===== src/rtl/sr_latch_driver.sv =====
// sr_latch_driver
// Sequences set/clear requests into safe s/r/en drive for a downstream
// level-sensitive SR latch.
//   - s and r are never high together.
//   - s/r are held stable for a setup window before en rises.
//   - s/r are held for one hold cycle after en falls.
//   - A shadow copy of the expected latch Q is kept for other logic.
// Optional feature macro: SRLD_SKIP_REDUNDANT_EN
//   When defined, an idle request whose target already matches a valid
//   q_shadow is consumed without driving the latch. done still pulses.

module sr_latch_driver #(
    parameter int SETUP_CYC = 1,
    parameter int PULSE_CYC = 2,
    parameter int CNT_W     = 4
) (
    input  logic clk,
    input  logic rst,
    input  logic set_req,
    input  logic clr_req,
    output logic busy,
    output logic s,
    output logic r,
    output logic en,
    output logic done,
    output logic q_shadow,
    output logic q_valid,
    output logic conflict
);

    typedef enum logic [1:0] {
        IDLE  = 2'd0,
        SETUP = 2'd1,
        PULSE = 2'd2,
        HOLD  = 2'd3
    } state_t;

    localparam logic [CNT_W-1:0] SETUP_LOAD = CNT_W'(SETUP_CYC - 1);
    localparam logic [CNT_W-1:0] PULSE_LOAD = CNT_W'(PULSE_CYC - 1);
    localparam logic [CNT_W-1:0] CNT_ONE    = CNT_W'(1);

    state_t           state;
    logic [CNT_W-1:0] count;
    logic             op_set;
    logic             pend_set;
    logic             pend_clr;

    logic             cap_set;
    logic             cap_clr;
    logic             eff_set;
    logic             eff_clr;
    logic             have_req;
    logic             req_is_set;
    logic             skip_req;

    // Next pending bits (last request wins, clear wins a tie) and the
    // effective idle request, which merges stored and same-cycle requests.
    always_comb begin
        cap_set = pend_set;
        cap_clr = pend_clr;
        if (clr_req) begin
            cap_set = 1'b0;
            cap_clr = 1'b1;
        end else if (set_req) begin
            cap_set = 1'b1;
            cap_clr = 1'b0;
        end

        eff_set    = pend_set | set_req;
        eff_clr    = pend_clr | clr_req;
        have_req   = eff_set | eff_clr;
        req_is_set = ~eff_clr;

`ifdef SRLD_SKIP_REDUNDANT_EN
        skip_req = q_valid & (req_is_set == q_shadow);
`else
        skip_req = 1'b0;
`endif
    end

    // Sequencer FSM, pending capture and all registered outputs.
    always_ff @(posedge clk) begin
        if (rst) begin
            state    <= IDLE;
            count    <= '0;
            op_set   <= 1'b0;
            pend_set <= 1'b0;
            pend_clr <= 1'b0;
            busy     <= 1'b0;
            s        <= 1'b0;
            r        <= 1'b0;
            en       <= 1'b0;
            done     <= 1'b0;
            q_shadow <= 1'b0;
            q_valid  <= 1'b0;
            conflict <= 1'b0;
        end else begin
            conflict <= set_req & clr_req;
            done     <= 1'b0;
            pend_set <= cap_set;
            pend_clr <= cap_clr;

            case (state)
                IDLE: begin
                    if (have_req) begin
                        pend_set <= 1'b0;
                        pend_clr <= 1'b0;
                        if (skip_req) begin
                            done <= 1'b1;
                        end else begin
                            op_set <= req_is_set;
                            s      <= req_is_set;
                            r      <= ~req_is_set;
                            busy   <= 1'b1;
                            count  <= SETUP_LOAD;
                            state  <= SETUP;
                        end
                    end
                end

                SETUP: begin
                    if (count == '0) begin
                        count <= PULSE_LOAD;
                        en    <= 1'b1;
                        state <= PULSE;
                    end else begin
                        count <= count - CNT_ONE;
                    end
                end

                PULSE: begin
                    if (count == '0) begin
                        en    <= 1'b0;
                        state <= HOLD;
                    end else begin
                        count <= count - CNT_ONE;
                    end
                end

                HOLD: begin
                    s        <= 1'b0;
                    r        <= 1'b0;
                    busy     <= 1'b0;
                    done     <= 1'b1;
                    q_shadow <= op_set;
                    q_valid  <= 1'b1;
                    state    <= IDLE;
                end

                default: begin
                    s     <= 1'b0;
                    r     <= 1'b0;
                    en    <= 1'b0;
                    busy  <= 1'b0;
                    state <= IDLE;
                end
            endcase
        end
    end

endmodule


===== config.mk =====
export PLATFORM = sky130hd
export DESIGN_NAME = sr_latch_driver
export DESIGN_NICKNAME = d
export VERILOG_FILES = /design/src/rtl/sr_latch_driver.sv
export SDC_FILE = /design/constraint.sdc
export NUM_CORES = 1
export LEC_CHECK = 0
export CAP_MARGIN = 30
export CORE_UTILIZATION = 55
export DETAILED_ROUTE_END_ITERATION = 8
export PLACE_DENSITY = 0.87
export SYNTH_ARGS = -nofsm -noshare
export SYNTH_HDL_FRONTEND = slang
export SYNTH_SLANG_ARGS = --single-unit

===== constraint.sdc =====
create_clock -name clk -period 2.7 [get_ports clk]
set_input_delay 0.27 -clock clk [delete_from_list [all_inputs] [get_ports clk]]
set_output_delay 0.27 -clock clk [all_outputs]
set_load 0.1 [all_outputs]

==> results of run 1 <==
[cells in the final DEF, fill, tap and decap left out, drive strengths merged, types with 2 or more instances in the layout]
cell type,Yosys,layout
dfxtp,17,17
nor2,13,13
inv,8,8
a21oi,8,8
buf,1,8
ha,5,5
clkbuf,3,4
o21ai,4,4
nand2b,3,3
nor3,3,3
mux2i,3,3
clkdlybuf4s50,0,3
a211oi,3,3
or2,3,3
nand2,2,2
or3b,2,2
o32ai,2,2
[final cells by class]
type	instances	area, µm²
timing repair buffer	11	90.1
inverter	8	30.0
clock buffer	4	26.3
fill	100	403
multi-input combinational	61	442
tap	15	18.8
sequential	17	340
[metrics by stage]
step                      setup WS [ns]  util [%]  power, mW
after floorplan                    1.23         -      0.856
after global placement            0.918      68.2      0.952
after detailed placement          0.879      68.2      0.965
after CTS                          1.02      70.2       1.10
after global routing              0.817      70.2       1.17
final                              1.02      70.2       1.09
[power by group through the flow]
stage	clock, mW	combinational (mW)	sequential [mW]
floorplan	0	0.316	0.540
global placement	0	0.597	0.354
detailed placement	0	0.606	0.358
CTS	0.137	0.608	0.353
global route	0.147	0.665	0.362
finish	0.132	0.608	0.352
[cells by family after synthesis]
family	after synthesis	share of synthesized area, %
AO/OA/AOI/OAI	20	17.1
AND/OR/NAND/NOR	33	25.1
adder cells (fa/ha/maj)	5	7.55
flip-flops	17	41.1
buffers and inverters	12	5.59
multiplexers	3	3.63
[final timing paths]
path | cells past startpoint | to | from | slack (ns)
worst max register to register | 6 | count[0]$_SDFFE_PP0P_ | count[0]$_SDFFE_PP0P_ | 1.02
worst min register to register | 2 | en$_SDFFE_PP0P_ | en$_SDFFE_PP0P_ | 0.48
worst min-delay path | 2 | en$_SDFFE_PP0P_ | en$_SDFFE_PP0P_ | 0.48
worst max-delay path | 6 | count[0]$_SDFFE_PP0P_ | count[0]$_SDFFE_PP0P_ | 1.02
[worst register-to-register path: stages, from the launching register on]
cell	delay [ns]
dfxtp_1	0.40
inv_1	0.06
ha_1	0.25
nor4bb_2	0.20
a211oi_2	0.35
mux2i_1	0.23
nor2_1	0.06
[layer usage]
| layer | up-vias | share of wire [%] |
|---|---|---|
| met1 | 295 | 48 |
| met2 | 16 | 45 |
| met3 | 4 | 4.8 |
| li1 | 338 | - |
| met4 | 0 | 2.6 |
| met5 | - | 0 |
==> flow_metrics.tcl, run 1 <==
set metrics [dict create \
    initialDrtViolationCount 10 \
    use_met1_pct 26.7 \
    avgViaCountPerCell 5.63 \
    die_x_um 40.8 \
    ys_types 31 \
    fp-row-count 13 \
    grt_start_max_net_pins 19 \
    synth_cells 90 \
    p_int_mw 0.568 \
    drt_wl_total_mm 1.47 \
    ios 12 \
    synth_seq_cells 17 \
    port_buffers 11 \
    netlist.area_leader.share_pct 41.1 \
    vdd_drop_max_mv 0.647 \
    status "complete, no violations" \
    cp_slowest_cell "dfxtp_1" \
    mappedNetlistArea_um2 828 \
    fin_crit_sh_pct 62.3 \
    max_slew_margin_pct 57.4 \
    ys_top_cells_by_area "dfxtp_1 41%, ha_1 7.6%, nor2_1 5.9%" \
    n_antenna_cell 0 \
    slew_viol_final 0 \
    cp-end-kind "flop" \
    drv_cap 0 \
    vias 653 \
    cts-resized-gates 0 \
    die-area_um2 1670 \
    setup_viol 0 \
    async_reset_ff_share_pct 0 \
    swShare_pct 48.1 \
    first_global_vias 516 \
    wl_per_cell_um 12.6 \
    synth_most_common_cell "dfxtp_1" \
    gr-total-overflow 0 \
    avgSynthCellArea_um2 9.20 \
    synth_ff_type "dfxtp_1" \
    largestRegisters "count: 4 flops, state: 2 flops" \
    top_usage_layer "met2" \
    synth_edf_count 0 \
    syn_to_final_growth_pct 14.4 \
    clockBufferDepth 2 \
    hold_buffers 0 \
    h-tree-depth 1 \
    p_switching_mw 0.525 \
    cp.required_ns 2.87 \
    worstSetupPathType "flop to flop" \
    tns_ns 0 \
    numCtsBuffers 3 \
    comb_power_share_pct 55.7 \
    tightest_slew_ns 0.638 \
    max_freq_mhz 594 \
    initial_core_util_pct 61.4 \
    post-cts-setup-buffers 0 \
    layout-drive-gt1-share_pct 17.8 \
    whs_ns 0.482 \
    path_clk_slew_ns 0.09 \
    power_frac_clock_pct 12.1 \
    skew_ns 0.00750 \
    cts_tree "yes" \
    largest_register_ffs 4 \
    synth_nets 99 \
    crit_buf_inv 1 \
    clk_latency_ns 0.30 \
    grt_pass1_wl_mm 2.28 \
    synth_area_leader_cell "dfxtp_1" \
    core_area_um2 1350 \
    stdcell_area_um2 947 \
    cts_root_buf "clkbuf_4" \
    p_seq_share_pct 32.2 \
    rsz0062_at_grt "no" \
    crit_fanout 5 \
    place_inst 112 \
    worstPathArrival_ns 1.85 \
    grt_use_met3_pct 9.78 \
    power.leakage_nw 0.393 \
    startpoint_type "flop" \
    powerDensity_nw_per_um2 1150 \
    drc 0 \
    stdcell_count 116 \
    worstPathCellList "inv_1 -> ha_1 -> nor4bb_2 -> a211oi_2 -> mux2i_1 -> nor2_1" \
    gp_congestion 0.750 \
    synth_common_cells "17 x dfxtp_1, 13 x nor2_1, 8 x a21oi_1, 8 x inv_1, 5 x ha_1" \
    firstDrtPassIters 4 \
    die_h_um 40.8 \
    nets 111 \
    place_area_um2 921 \
    layout_min_cycle_time_ns 1.68 \
    antenna_found_initial 0 \
    yosys_warnings 0 \
    worst_hold_path_type "flop to flop" \
    synth-seq-area-share_pct 41.1 \
    clkSinkCount 17 \
    grt_use_met2_pct 30.9 \
    grt.total_usage_pct 22.3 \
    dp_hpwl_mm 1.09 \
    critPathTopFamily "flip-flops" \
    ant_nets 0 \
    hold_viol_final 0 \
    top_register "count" \
    cpPeakStageDelay_ns 0.40 \
]
Note: power is estimated with default switching activity, not from simulation.
==> inputs of run 2 (changes only) <==
Settings changed: CORE_UTILIZATION 55 to 46, PLACE_DENSITY 0.87 to 0.78.
Clock period 2.7 ns to 1.4 ns, I/O delays scaled along.
==> run 2 against run 1 <==
The run now ends with setup timing left. Combinational power grew to 3.0 times the previous value. Worst hold slack better by 0.010 ns. Clock power up 110%. Routed wire length grew 40%. Cell count up 23%.
==> flow_metrics.tcl, run 2 (synthesized netlist as in run 1, its figures left out) <==
set metrics [dict create \
    status "complete, but fails checks" \
    violations "setup timing" \
    cp.required_ns 1.60 \
    final_common_cell "buf_4" \
    fin_util_pct 80.9 \
    initialDrtViolationCount 9 \
    finalPower_mw 2.82 \
    hold_viol_final 0 \
    cts_root_buf "clkbuf_4" \
    grt_start_max_net_pins 11 \
    tns_ns -0.214 \
    dp_hpwl_mm 1.33 \
    rsz0062_at_grt "yes" \
    initial_core_util_pct 52.0 \
    multi_input_area_um2 526 \
    holdPathStages 3 \
    drc 0 \
    ff_latch_area_um2 349 \
    numCtsBuffers 3 \
    final_cell_mix "18 x buf_4, 13 x nor2_1, 12 x dfxtp_1" \
    powerDensity_nw_per_um2 2190 \
    die_x_um 44.4 \
    setup_viol 5 \
    r2r_cells 6 \
    die_h_um 44.4 \
    nets 129 \
    ant_nets 0 \
    layout_min_cycle_time_ns 1.47 \
    max_slew_margin_pct 73.6 \
    worst_hold_path_type "input port to flop" \
    grt.total_usage_pct 21.4 \
    ios 12 \
    vdd_drop_max_mv 1.39 \
    vias 758 \
    crit_fanout 4 \
    cts_tree "yes" \
    stdcell_count 143 \
    fin_crit_sh_pct 105 \
    largest_register_ffs 4 \
    path_clk_slew_ns 0.11 \
    hold_start "set_req" \
    grt_pass1_wl_mm 2.96 \
    fillers 99 \
    drv_cap 0 \
    wl_per_cell_um 14.3 \
    startpoint_type "flop" \
    slew_viol_final 0 \
    clk_latency_ns 0.30 \
    syn_to_final_growth_pct 55.7 \
    place_inst 135 \
    gr-total-overflow 0 \
    cp-end-kind "flop" \
    largestRegisters "count: 4 flops, state: 2 flops" \
    gp_congestion 0.782 \
    worstPathArrival_ns 1.67 \
    h-tree-depth 1 \
    first_global_vias 692 \
    setup_slack_ns -0.0740 \
    port_buffers 11 \
    core_area_um2 1590 \
    worstSetupPathType "flop to flop" \
    layout-drive-gt1-share_pct 45.4 \
    n_antenna_cell 0 \
    clockBufferDepth 2 \
    tightest_slew_ns 0.393 \
    clkSinkCount 17 \
    top_register "count" \
    firstDrtPassIters 4 \
    fp-row-count 14 \
    avgViaCountPerCell 5.30 \
    skew_ns 0.00346 \
    power.leakage_nw 0.518 \
    antenna_found_initial 0 \
    place_area_um2 1150 \
    hold_end "conflict$_SDFF_PP0_" \
    stdcell_area_um2 1290 \
    drt_wl_total_mm 2.05 \
    r2r_slack_ns -0.07 \
    max_freq_mhz 678 \
    die-area_um2 1970 \
    regToRegStartpoint "state[0]$_SDFFE_PP0P_" \
    r2r-end "count[2]$_SDFFE_PP0P_" \
]
==> run 2: what timing repair did <==
| action | 4_1_cts | 5_1_grt |
|---|---|---|
| buffers inserted | 3 | 2 |
| pin swaps | 7 | 2 |
| hold buffers | 0 | 0 |
| resized for setup | 10 | 8 |
| endpoints found under the setup margin | 7 | 6 |
==> run 2: layout make-up <==
type                       count  share of cell area (%)
inverter                       8                    2.52
clock buffer                   3                    1.75
multi-input combinational     61                    40.7
clock inverter                 1                   0.388
tap                           24                    2.33
sequential                    17                    27.1
timing repair buffer          29                    25.2
==> run 2: layer usage <==
layer	vias up	global-route usage [%]	part of all wire [%]
met5	-	0	0
li1	368	-	-
met2	19	33.2	49
met1	365	25.8	45
met3	6	5.31	3.5
met4	0	15.2	2.5
==> run 2: per-stage QoR <==
stage / setup slack (ns) / hold slack (ns)
floorplan: -0.0244 / 0.219
global placement: -0.166 / 0.477
detailed placement: -0.193 / 0.486
CTS: -0.0563 / 0.490
global route: -0.137 / 0.514
finish: -0.0740 / 0.492
==> run 2: worst max path at each step <==
stage	startpoint	to	slack, ns	cells past startpoint
after global placement	set_req	count[1]$_SDFFE_PP0P_	-0.17	5
after CTS	state[0]$_SDFFE_PP0P_	state[1]$_SDFFE_PP0P_	-0.06	6
after floorplan	count[1]$_SDFFE_PP0P_	state[1]$_SDFFE_PP0P_	-0.02	6
final	state[0]$_SDFFE_PP0P_	count[2]$_SDFFE_PP0P_	-0.07	6
after global routing	state[0]$_SDFFE_PP0P_	count[2]$_SDFFE_PP0P_	-0.14	6
after detailed placement	set_req	count[1]$_SDFFE_PP0P_	-0.19	5
==> run 2: critical path: stages, from the launching register on <==
cell	delay (ns)
dfxtp_2	0.35
inv_2	0.06
ha_4	0.17
nor4bb_4	0.16
a211oi_4	0.33
o21a_1	0.22
o32ai_2	0.08
==> run 2: report_power, final <==
part           internal, mW  switching, mW
Combinational         0.840          0.974
Sequential            0.610          0.119
Clock                 0.107          0.174
Total                  1.56           1.27
